==> src/rtl/instr_fetch_unit_if.sv <==
// Instruction-memory request/response bus between the fetch unit and instruction memory.
// master = fetch unit (issues requests), slave = memory (returns words).
interface instr_fetch_unit_if;
    logic        imemReq;
    logic [31:0] imemAddr;
    logic [31:0] imemRdata;
    logic        imemValid;

    modport master (
        output imemReq,
        output imemAddr,
        input  imemRdata,
        input  imemValid
    );

    modport slave (
        input  imemReq,
        input  imemAddr,
        output imemRdata,
        output imemValid
    );
endinterface

==> src/rtl/instr_fetch_unit.sv <==
// Fetch stage: owns the PC, runs a single-outstanding instruction-memory fetch and holds the
// current instruction for the control unit. Optional macro: FETCH_MISALIGN_TRAP_EN.
module instr_fetch_unit #(
    parameter logic [31:0] RESET_PC  = 32'h0000_0000,
    parameter logic [31:0] NOP_INSTR = 32'h0000_0013
) (
    input  logic                       clk,
    input  logic                       rst_n,
    instr_fetch_unit_if.master         imem,
    input  logic                       pcSrc,
    input  logic [31:0]                pcTarget,
    input  logic                       advance,
    output logic [31:0]                pc,
    output logic [31:0]                pcPlus4,
    output logic [31:0]                instr,
    output logic                       instrValid,
    output logic [6:0]                 op,
    output logic [2:0]                 func3,
    output logic                       func7,
    output logic                       trap
);

    typedef enum logic [1:0] {
        StFetch = 2'd0,
        StHold  = 2'd1
`ifdef FETCH_MISALIGN_TRAP_EN
        ,
        StTrap  = 2'd2
`endif
    } state_e;

    state_e      state_q;
    logic [31:0] pc_q;
    logic [31:0] pc_plus4_q;
    logic [31:0] instr_q;
    logic        instr_valid_q;
    logic [31:0] pc_d;

    always_comb begin
        pc_d = pc_plus4_q;
        if (pcSrc) begin
`ifdef FETCH_MISALIGN_TRAP_EN
            pc_d = pcTarget;
`else
            pc_d = pcTarget & ~32'h3;
`endif
        end
    end

`ifdef FETCH_MISALIGN_TRAP_EN
    logic trap_q;
    logic misaligned;
    assign misaligned = pcSrc && (pcTarget[1:0] != 2'b00);
    assign trap       = trap_q;
`else
    assign trap = 1'b0;
`endif

    always_ff @(posedge clk) begin
        if (!rst_n) begin
            state_q       <= StFetch;
            pc_q          <= RESET_PC;
            pc_plus4_q    <= RESET_PC + 32'd4;
            instr_q       <= NOP_INSTR;
            instr_valid_q <= 1'b0;
`ifdef FETCH_MISALIGN_TRAP_EN
            trap_q        <= 1'b0;
`endif
        end else begin
            unique case (state_q)
                StFetch: begin
                    if (imem.imemValid) begin
                        instr_q       <= imem.imemRdata;
                        instr_valid_q <= 1'b1;
                        state_q       <= StHold;
                    end
                end
                StHold: begin
                    if (advance) begin
                        instr_q       <= NOP_INSTR;
                        instr_valid_q <= 1'b0;
`ifdef FETCH_MISALIGN_TRAP_EN
                        if (misaligned) begin
                            // PC keeps the address of the branch that faulted.
                            trap_q  <= 1'b1;
                            state_q <= StTrap;
                        end else begin
                            pc_q       <= pc_d;
                            pc_plus4_q <= pc_d + 32'd4;
                            state_q    <= StFetch;
                        end
`else
                        pc_q       <= pc_d;
                        pc_plus4_q <= pc_d + 32'd4;
                        state_q    <= StFetch;
`endif
                    end
                end
`ifdef FETCH_MISALIGN_TRAP_EN
                StTrap: begin
                    state_q <= StTrap;
                end
`endif
                default: state_q <= StFetch;
            endcase
        end
    end

    // Request is gated by rst_n so an in-flight fetch is dropped during reset.
    assign imem.imemReq  = rst_n && (state_q == StFetch);
    assign imem.imemAddr = pc_q;

    assign pc         = pc_q;
    assign pcPlus4    = pc_plus4_q;
    assign instr      = instr_q;
    assign instrValid = instr_valid_q;
    assign op         = instr_q[6:0];
    assign func3      = instr_q[14:12];
    assign func7      = instr_q[30];

endmodule

==> src/flat_wrapper.sv <==
// flat-port wrapper written by rule: the top's interface ports become plain ports
module instr_fetch_unit_flat 
#(
    parameter logic [31:0] RESET_PC  = 32'h0000_0000,
    parameter logic [31:0] NOP_INSTR = 32'h0000_0013
)
  (clk, rst_n, pcSrc, pcTarget, advance, pc, pcPlus4, instr, instrValid, op, func3, func7, trap, imem_imemReq, imem_imemAddr, imem_imemRdata, imem_imemValid);
  instr_fetch_unit_if imem_i ();
  input  logic clk;
  input  logic rst_n;
  input  logic pcSrc;
  input  logic [31:0] pcTarget;
  input  logic advance;
  output logic [31:0] pc;
  output logic [31:0] pcPlus4;
  output logic [31:0] instr;
  output logic instrValid;
  output logic [6:0] op;
  output logic [2:0] func3;
  output logic func7;
  output logic trap;
  output wire logic [$bits(imem_i.imemReq)-1:0] imem_imemReq;
  output wire logic [$bits(imem_i.imemAddr)-1:0] imem_imemAddr;
  input wire logic [$bits(imem_i.imemRdata)-1:0] imem_imemRdata;
  input wire logic [$bits(imem_i.imemValid)-1:0] imem_imemValid;
  assign imem_imemReq = imem_i.imemReq;
  assign imem_imemAddr = imem_i.imemAddr;
  assign imem_i.imemRdata = imem_imemRdata;
  assign imem_i.imemValid = imem_imemValid;
  instr_fetch_unit #(.RESET_PC(RESET_PC), .NOP_INSTR(NOP_INSTR)) u_core (.clk(clk), .rst_n(rst_n), .imem(imem_i), .pcSrc(pcSrc), .pcTarget(pcTarget), .advance(advance), .pc(pc), .pcPlus4(pcPlus4), .instr(instr), .instrValid(instrValid), .op(op), .func3(func3), .func7(func7), .trap(trap));
endmodule
==> config.mk <==
export PLATFORM = sky130hd
export DESIGN_NAME = instr_fetch_unit_flat
export DESIGN_NICKNAME = d
export VERILOG_FILES = /design/src/rtl/instr_fetch_unit_if.sv /design/src/rtl/instr_fetch_unit.sv /design/src/flat_wrapper.sv
export SDC_FILE = /design/constraint.sdc
export NUM_CORES = 1
export LEC_CHECK = 0
export ABC_AREA = 1
export BUFFER_PORTS_ARGS = -buffer_cell sky130_fd_sc_hd__clkbuf_2
export CORE_AREA = 5 5 106 108
export CTS_BUF_LIST = sky130_fd_sc_hd__clkbuf_16
export CTS_CLUSTER_SIZE = 8
export DETAILED_ROUTE_END_ITERATION = 7
export DIE_AREA = 0 0 111 113
export GPL_TIMING_DRIVEN = 1
export PLACE_DENSITY = 0.92
export REMOVE_ABC_BUFFERS = 1
export SYNTH_ARGS = -nofsm -noshare
export SYNTH_HDL_FRONTEND = slang
export SYNTH_SLANG_ARGS = --single-unit
export TNS_END_PERCENT = 10
==> constraint.sdc <==
create_clock -name clk -period 5.48 [get_ports clk]
set_clock_uncertainty 0.05 [all_clocks]
set_input_delay 1.644 -clock clk [delete_from_list [all_inputs] [get_ports clk]]
set_output_delay 1.644 -clock clk [all_outputs]
set_load 0.03 [all_outputs]
==> Word level (Yosys, flattened, before mapping) <==
Cells that the tools add are included.
{ "totals": {"regBits": 99, "in_bits": 69, "elab_cells": 25} }
{ "op_classes": {"n_addsub": 1, "eq_ne": 3, "n_mux": 10, "n_reduce_logical": 6} }
{ "op_table": {"columns": ["operator", "n"], "rows": [
  ["$mux W32", 3],
  ["$pmux W32 S2", 1],
  ["$add A32 B3 Y32 const B", 1],
  ["$mux W2", 2],
  ["$ne A2 B2 Y1 const B", 2],
  ["$pmux W2 S2", 1],
  ["$reduce_and A2 Y1", 2],
  ["$reduce_and A3 Y1", 1],
  ["$eq A2 B1 Y1 const B", 1],
  ["$logic_not A2 Y1", 1],
  ["$mux W1", 2],
  ["$pmux W1 S2", 1],
  ["$reduce_bool A2 Y1", 1],
  ["$logic_and A1 B1 Y1", 1]
]} }

==> Longest topological paths before layout <==
Gate-level depths: netlist (run 1).
{ "depth": {"depth_word": 3, "ltp_mapped": 15} }

==> Least setup slack after synthesis (run 1) <==
No wires, ideal clock.
{ "synth_path": {"path_type": "input-to-output", "startpoint": "in rst_n", "endpoint": "out imem_imemReq", "arrival_time_ps": 2481, "path_slack_ps": 1305, "stages": 4, "path_buffers": 2, "path_cell_list": "inv_1 > clkbuf_1 > buf_1 > nor2_1"} }
{ "synth_between": {"elab_chain_len": 1} }
{ "synth_lines": {"columns": ["item", "line", "rtl"], "rows": [
  ["start: declaration", "flat_wrapper.sv:10", "input logic rst_n;"],
  ["$logic_and A1 B1 Y1", "instr_fetch_unit.sv:110", "assign imem.imemReq = rst_n && (state_q == StFetch);"],
  ["end: declaration", "flat_wrapper.sv:22", "output wire logic [$bits(imem_i.imemReq)-1:0] imem_imemReq;"]
]} }
No other way between the ends.

==> Worst setup path after layout (run 1) <==
Ends and elaborated chain as after synthesis.

==> summary.md, run 1 <==
| Metric | Value |
|---|---|
| Outcome | `finished, final reports clean` |
| # port buffers | `201` |
| Synth Area in XOR/XNOR | `0%` |
| Worst-Skew Late Latency | `0.34 ns` |
| Fin util | `61.1%` |
| H-tree levels | `3` |
| Cts bufs inserted | `9` |
| Worst hold-check path type | `flop to flop` |
| Top post-synthesis cells by area | `dfxtp_1, nand2_1, nand3_1` |
| Clk buf depth | `2` |
| Die Y | `113 µm` |
| # rows | `37` |
| Final WS setup | `1.62 ns` |
| Post-synthesis cell count | `808` |
| N_diodes | `0` |
| Total GRT Usage | `22.9%` |
| IR drop worst, VDD | `0.000205 V` |
| Largest net degree at the start of global routing | `91` |
| Max-slew violations | `0` |
| Final non-filler cell total | `1082` |
| Number of fill cells in the layout | `974` |
| Synth Area in Simple Gates | `36.9%` |
| Max cap viols | `0` |
| CTS root buf | `clkbuf_16` |
| Synth Area in Compound Gates | `11.1%` |
| Cells along the critical path | `clkbuf_2 -> inv_1 -> nor2_1 -> clkbuf_2` |
| Post-CTS sizing | `0` |
| Initial antenna violation count | `0` |
| Ys Warns | `0` |
| Power Density | `277 nW/µm²` |
| Max stage delay cell, worst path | `clkbuf_2` |
| Setup crit end kind | `output port` |
| Largest family of logic cells by synthesized area | `simple AND/OR/NAND/NOR gates` |
| CTS tree | `done` |
| Most used flip-flop cell after synthesis | `dfxtp_1` |
| Post-DRT Antenna Nets | `0` |
| Post-Syn Area | `5260 µm²` |
| Setup CP Type | `input pin to output port` |
| Required time of the critical path | `3.79 ns` |
| EDFF count, synth | `0` |
| Dpl ws | `1.61 ns` |
| Worst setup path startpoint | `rst_n` |
| Worst r2r src | `u_core.state_q[0]` |
| Max frequency | `259 MHz` |
| Share of cells above drive strength 1 | `27.4%` |
| Nets | `1011` |
| DIE WIDTH | `111 µm` |
| Placed cells | `1066` |
| Max incr delay on CP | `0.22 ns` |
| Adder and majority cell fraction of the synthesized area | `0.238%` |
| Largest area contributor in the netlist | `dfxtp_1` |
| Fin crit share | `70.4%` |
| TritonRoute pass-1 iters | `5` |
| WP data arrival | `2.17 ns` |
| Synth cell types | `34` |
| Area growth syn-to-layout | `17.8%` |
| Final Wtd Congestion | `0.856` |
| Vias in the first global route | `5080` |
| Per-cell routed wire length | `13.9 µm` |
| Synth Register Bits | `93` |
| Drt drc | `0` |
| Share of the synthesized area in the top cell type | `35.4%` |
| RSZ-0062 raised after global routing | `false` |
| Core area | `10100 µm²` |
| Final setup fails | `0` |
| Synth Area per Inst | `6.50 µm²` |
| Seq/Total Area, Yosys | `35.4%` |
| Via density per instance | `5.13` |
| Leak Pwr | `3.14 nW` |
| CP most frequent cell | `clkbuf_2` |
| Initial Util | `51.8%` |
| Remaining Overflow, GRT | `0` |
| Min cycle time layout | `3.86 ns` |
| Post-CTS Setup Inserts | `0` |
| Global-route wire length before repair | `24100 µm` |
| Routed wire length | `15100 µm` |
| Die ar. | `12500 µm²` |
| Final TNS setup | `0 ns` |
| Clock Pin Slew Worst Setup and Hold Paths | `0.08 ns` |
| Vias | `5552` |
| Startpoint Class | `input pin` |
| Slew @ Worst Pin | `1.07 ns` |
| Mux cell area share after synthesis | `0%` |
| Crit Path Max Fanout | `2` |
| FFs w/ async S/R, synth | `0%` |
| Critical hold path startpoint | `u_core.instr[9]` |
| # IOs | `211` |
| Most common cell in the netlist | `nand2_1` |
| Starting DRT DRC Count | `543` |
| Hold Buf Count CTS | `0` |
| Slew margin rel. | `28.6%` |
| Synth top cells by count | `nand2_1, nor2_1, dfxtp_1, nand3_1, inv_1` |
| Clk sinks | `93` |
| DP HPWL | `10900 µm` |
| Hold WS | `0.431 ns` |
| R2r setup slk | `2.89 ns` |
| Final Hold Viols | `0` |
==> path summary, 6_finish.rpt <==
| kind | to | cells past startpoint |
|---|---|---|
| worst min-delay path | u_core.instr[9] | 2 |
| worst min register to register | u_core.instr[9] | 2 |
| worst max register to register | u_core.instr[4] | 4 |
| worst max-delay path | imem_imemReq | 4 |
==> cell type report <==
class,instances,area [µm²],area share (%)
Clock buffer,9,225,3.64
Clock inverter,7,61.3,0.990
Inverter,68,260,4.20
Multi-Input combinational cell,562,2560,41.4
Sequential cell,93,1860,30.1
Tap cell,136,170,2.75
Timing Repair Buffer,207,1050,17.0
==> routing by layer <==
metal	vias to the layer above	part of all wire, %	track usage [%]
met5	-	0	0
met4	0	2.7	8.13
met3	33	7.9	4.39
met2	252	48	39.8
met1	2482	41	28.3
li1	2785	-	-
==> layout by cell type, fill, tap and decap left out <==
cell         n
a21boi_1     1
nor2_4       8
a211oi_1     1
nand3b_1     2
clkinv_1     2
nand4_1      4
o22ai_1      4
a21oi_1     48
a21boi_0     2
o21ai_0     40
nand2_2     17
o21ai_1      6
clkbuf_16    9
inv_1       66
o21ai_2      1
nand3_2      4
clkbuf_2   201
clkinv_4     1
conb_1       7
nand2_1    211
o211ai_1     3
nor2_2       6
nor2_1     103
a31oi_1      3
nor3_1       3
ha_1         1
dfxtp_1     93
inv_8        2
inv_6        4
buf_4        6
nand3_1     85
and3_1       1
o221ai_1     1
==> through the flow <==
| stage | total power [mW] | area [µm²] |
|---|---|---|
| floorplan | 0.991 | 4680 |
| global placement | 1.12 | 5910 |
| detailed placement | 1.12 | 5910 |
| CTS | 1.72 | 6190 |
| global route | 1.79 | 6190 |
| finish | 1.72 | 6190 |
==> cell families (layout without fill, tap and decap cells) <==
group,Yosys count,after routing
AND/OR/NAND/NOR,444,444
buffers and inverters,159,291
AO/OA/AOI/OAI,110,110
flip-flops,93,93
adder cells (fa/ha/maj),1,1
other,1,7
==> critical path, delay by kind of cell <==
family,cells,cell delay [ns]
buffers and inverters,3,0.43
and+or+nand+nor,1,0.09
==> registers in the layout (all words and copies together) (netlist names) <==
register,flops
u_core.state_q,1
u_core.imem.imemAddr,30
u_core.pcPlus4,30
u_core.instr,32
==> power by group <==
| group | switching [mW] | internal [mW] | total, mW | leakage [nW] |
|---|---|---|---|---|
| Clock | 0.288 | 0.319 | 0.607 | 0.142 |
| Combinational | 0.269 | 0.102 | 0.371 | 2.24 |
| Sequential | 0.0259 | 0.713 | 0.738 | 0.760 |
No activity file was read; power rests on OpenSTA's default activity.
==> run 2, diff against run 1 <==
- CORE_AREA: 5 5 106 108 -> 5 5 116 118
- DIE_AREA: 0 0 111 113 -> 0 0 121 123
- PLACE_DENSITY: 0.92 -> 0.82
- clock period: 5.48 -> 3.4 ns (I/O delays scaled with it)
==> run 2 against run 1 <==
  * Utilization fell by 10 points
  * Combinational power rose by 63%
  * Non-clock buffer count rose by 4
  * Register-to-register slack got worse by 1.5 ns
  * Power rose by 60%
  * Sequential power rose by 61%
  * Clock power rose by 57%
  * Final area rose by 1.4%
  * First-iteration DRC count fell by 36%
  * Count of clock-buffer cells in the layout did not move
  * Critical path type is now input pin to flop
  * Largest cell class unchanged
==> summary.md, run 2 (synthesis results as in run 1) <==
| Metric | Value |
|---|---|
| Setup crit end kind | `flop (was output port)` |
| Routed wire length | `14900 µm (was 15100 µm)` |
| Hold path cells | `2 (unchanged)` |
| Max frequency | `365 MHz` |
| Crit Path Max Fanout | `16 (was 2)` |
| Worst-Skew Late Latency | `0.34 ns (about the same)` |
| Worst r2r src | `u_core.state_q[0] (unchanged)` |
| Nets | `1015 (was 1011)` |
| Busiest grt layer | `met2 (unchanged)` |
| CTS tree | `done (unchanged)` |
| IR drop worst, VDD | `0.000234 V (was 0.000205 V)` |
| H-tree levels | `3 (unchanged)` |
| Post-CTS Setup Inserts | `0 (unchanged)` |
| Placed cells | `1106 (was 1066)` |
| Core area | `12400 µm² (was 10100 µm²)` |
| DP HPWL | `11100 µm (was 10900 µm)` |
| Die ar. | `14900 µm² (was 12500 µm²)` |
| Share of cells above drive strength 1 | `27.4% (about the same)` |
| Drt drc | `0 (unchanged)` |
| Post-CTS sizing | `0 (unchanged)` |
| Max-slew violations | `0 (unchanged)` |
| Post-DRT Antenna Nets | `0 (unchanged)` |
| Power Density | `438 nW/µm² (was 277 nW/µm²)` |
| Met2 Use GR | `33.1% (was 39.8%)` |
| R2r setup slk | `1.37 ns (was 2.89 ns)` |
| # port buffers | `201 (unchanged)` |
| Final non-filler cell total | `1120 (was 1082)` |
| # IOs | `211 (unchanged)` |
| Reg-to-reg endpoint | `u_core.instr[20] (was u_core.instr[4])` |
| Clock Pin Slew Worst Setup and Hold Paths | `0.06 ns (was 0.08 ns)` |
| Clk buf depth | `2 (unchanged)` |
| Per-cell routed wire length | `13.3 µm (was 13.9 µm)` |
| Clk sinks | `93 (unchanged)` |
| Max FFs per register | `32 (unchanged)` |
| Most frequent cells in the layout | `nand2_1, clkbuf_2, nor2_1 (unchanged)` |
| CTS root buf | `clkbuf_16 (unchanged)` |
| Total GRT Usage | `19.7% (was 22.9%)` |
| Starting DRT DRC Count | `346 (was 543)` |
| Startpoint Class | `input pin (unchanged)` |
| Via density per instance | `4.81 (was 5.13)` |
| Reg area | `1860 µm² (unchanged)` |
| Fin crit share | `80.5%` |
| Vias | `5392 (was 5552)` |
| Vias in the first global route | `4933 (was 5080)` |
| Max cap viols | `0 (unchanged)` |
| DIE WIDTH | `121 µm (was 111 µm)` |
| Worst hold-check path type | `flop to flop (unchanged)` |
| Critical hold path startpoint | `u_core.instr[21] (was u_core.instr[9])` |
| Min cycle time layout | `2.74 ns` |
| N_diodes | `0 (unchanged)` |
| Cts bufs inserted | `9 (unchanged)` |
| Final Hold Viols | `0 (unchanged)` |
| RSZ-0062 raised after global routing | `false (unchanged)` |
| Worst Hold Endpoint | `u_core.instr[21] (was u_core.instr[9])` |
| Area of the multi-input gates | `2560 µm² (unchanged)` |
| # rows | `41 (was 37)` |
| Initial Util | `42.5% (was 51.8%)` |
| Met1 Track Usage GR | `24.7% (was 28.3%)` |
| Leak Pwr | `3.17 nW (was 3.14 nW)` |
| Path depth of the worst reg2reg path | `6 (was 4)` |
| Remaining Overflow, GRT | `0 (unchanged)` |
| Slew @ Worst Pin | `0.851 ns (was 1.07 ns)` |
| Most common cell after layout, fill and taps aside | `nand2_1 (unchanged)` |
| Slew margin rel. | `43.1% (was 28.6%)` |
| Global-route wire length before repair | `23800 µm (was 24100 µm)` |
| GR Util met3 | `5.40% (was 4.39%)` |
| Final TNS setup | `0 ns (unchanged)` |
| Outcome | `finished, final reports clean (unchanged)` |
| Area growth syn-to-layout | `19.5% (was 17.8%)` |
| Final Wtd Congestion | `0.838 (was 0.856)` |
| Initial antenna violation count | `0 (unchanged)` |
| Final setup fails | `0 (unchanged)` |
| Required time of the critical path | `3.58 ns (was 3.79 ns)` |
| TritonRoute pass-1 iters | `4 (was 5)` |
| Number of fill cells in the layout | `1283 (was 974)` |
| Largest net degree at the start of global routing | `91 (unchanged)` |
| Die Y | `123 µm (was 113 µm)` |
| WP data arrival | `2.92 ns (was 2.17 ns)` |
| Hold Buf Count CTS | `0 (unchanged)` |
| Setup CP Type | `input pin to flop (was input pin to output port)` |
-- run 2: final cells by class --
type                            count  share of cell area (%)
Multi-Input combinational cell    562                    40.8
Sequential cell                    93                    29.7
Timing Repair Buffer              211                    17.6
Inverter                           68                    4.15
Clock buffer                        9                    3.59
Tap cell                          172                    3.43
Clock inverter                      5                   0.737
-- run 2: metrics by stage --
step / area, µm² / hold slack (ns) / power (mW) / setup slack, ns / util [%]
global route: 6280 / 0.453 / 2.89 / 0.466 / 50.8
global placement: 6010 / 0.416 / 1.81 / 0.356 / 48.6
CTS: 6280 / 0.431 / 2.78 / 0.679 / 50.8
detailed placement: 6010 / 0.422 / 1.82 / 0.331 / 48.6
floorplan: 4680 / 0.563 / 1.60 / -1.24 / -
finish: 6280 / 0.428 / 2.75 / 0.664 / 50.8
-- run 2: worst max path at each step --
stage / cells after the start / to / from
6_report: 14 / u_core.pcPlus4[28] / pcSrc
5_1_grt: 14 / u_core.pcPlus4[28] / pcSrc
4_1_cts: 14 / u_core.pcPlus4[28] / pcSrc
3_5_place_dp: 14 / u_core.pcPlus4[28] / pcSrc
3_3_place_gp: 14 / u_core.pcPlus4[28] / pcSrc
2_1_floorplan: 6 / u_core.pcPlus4[5] / advance
-- run 2: routing by layer --
| metal | part of all wire [%] | wire (µm) |
|---|---|---|
| met1 | 44 | 6530 |
| met3 | 8.0 | 1190 |
| met4 | 1.5 | 229 |
| met2 | 47 | 6970 |
| met5 | 0 | 0 |
-- run 2: worst max-delay path: stages --
cell	delay (ns)
clkbuf_2	0.22
inv_6	0.20
nand2_1	0.09
nand2_1	0.10
ha_1	0.23
nand3_1	0.11
nor2_2	0.19
nand2_2	0.13
nor2_1	0.25
nand3_1	0.12
nand2_1	0.08
nand3_1	0.07
nand2_1	0.06
inv_1	0.04
-- run 2: where the power goes --
group / total (mW) / internal, mW / switching, mW
combinational: 0.604 / 0.171 / 0.433
sequential: 1.19 / 1.15 / 0.0409
clock: 0.952 / 0.553 / 0.399
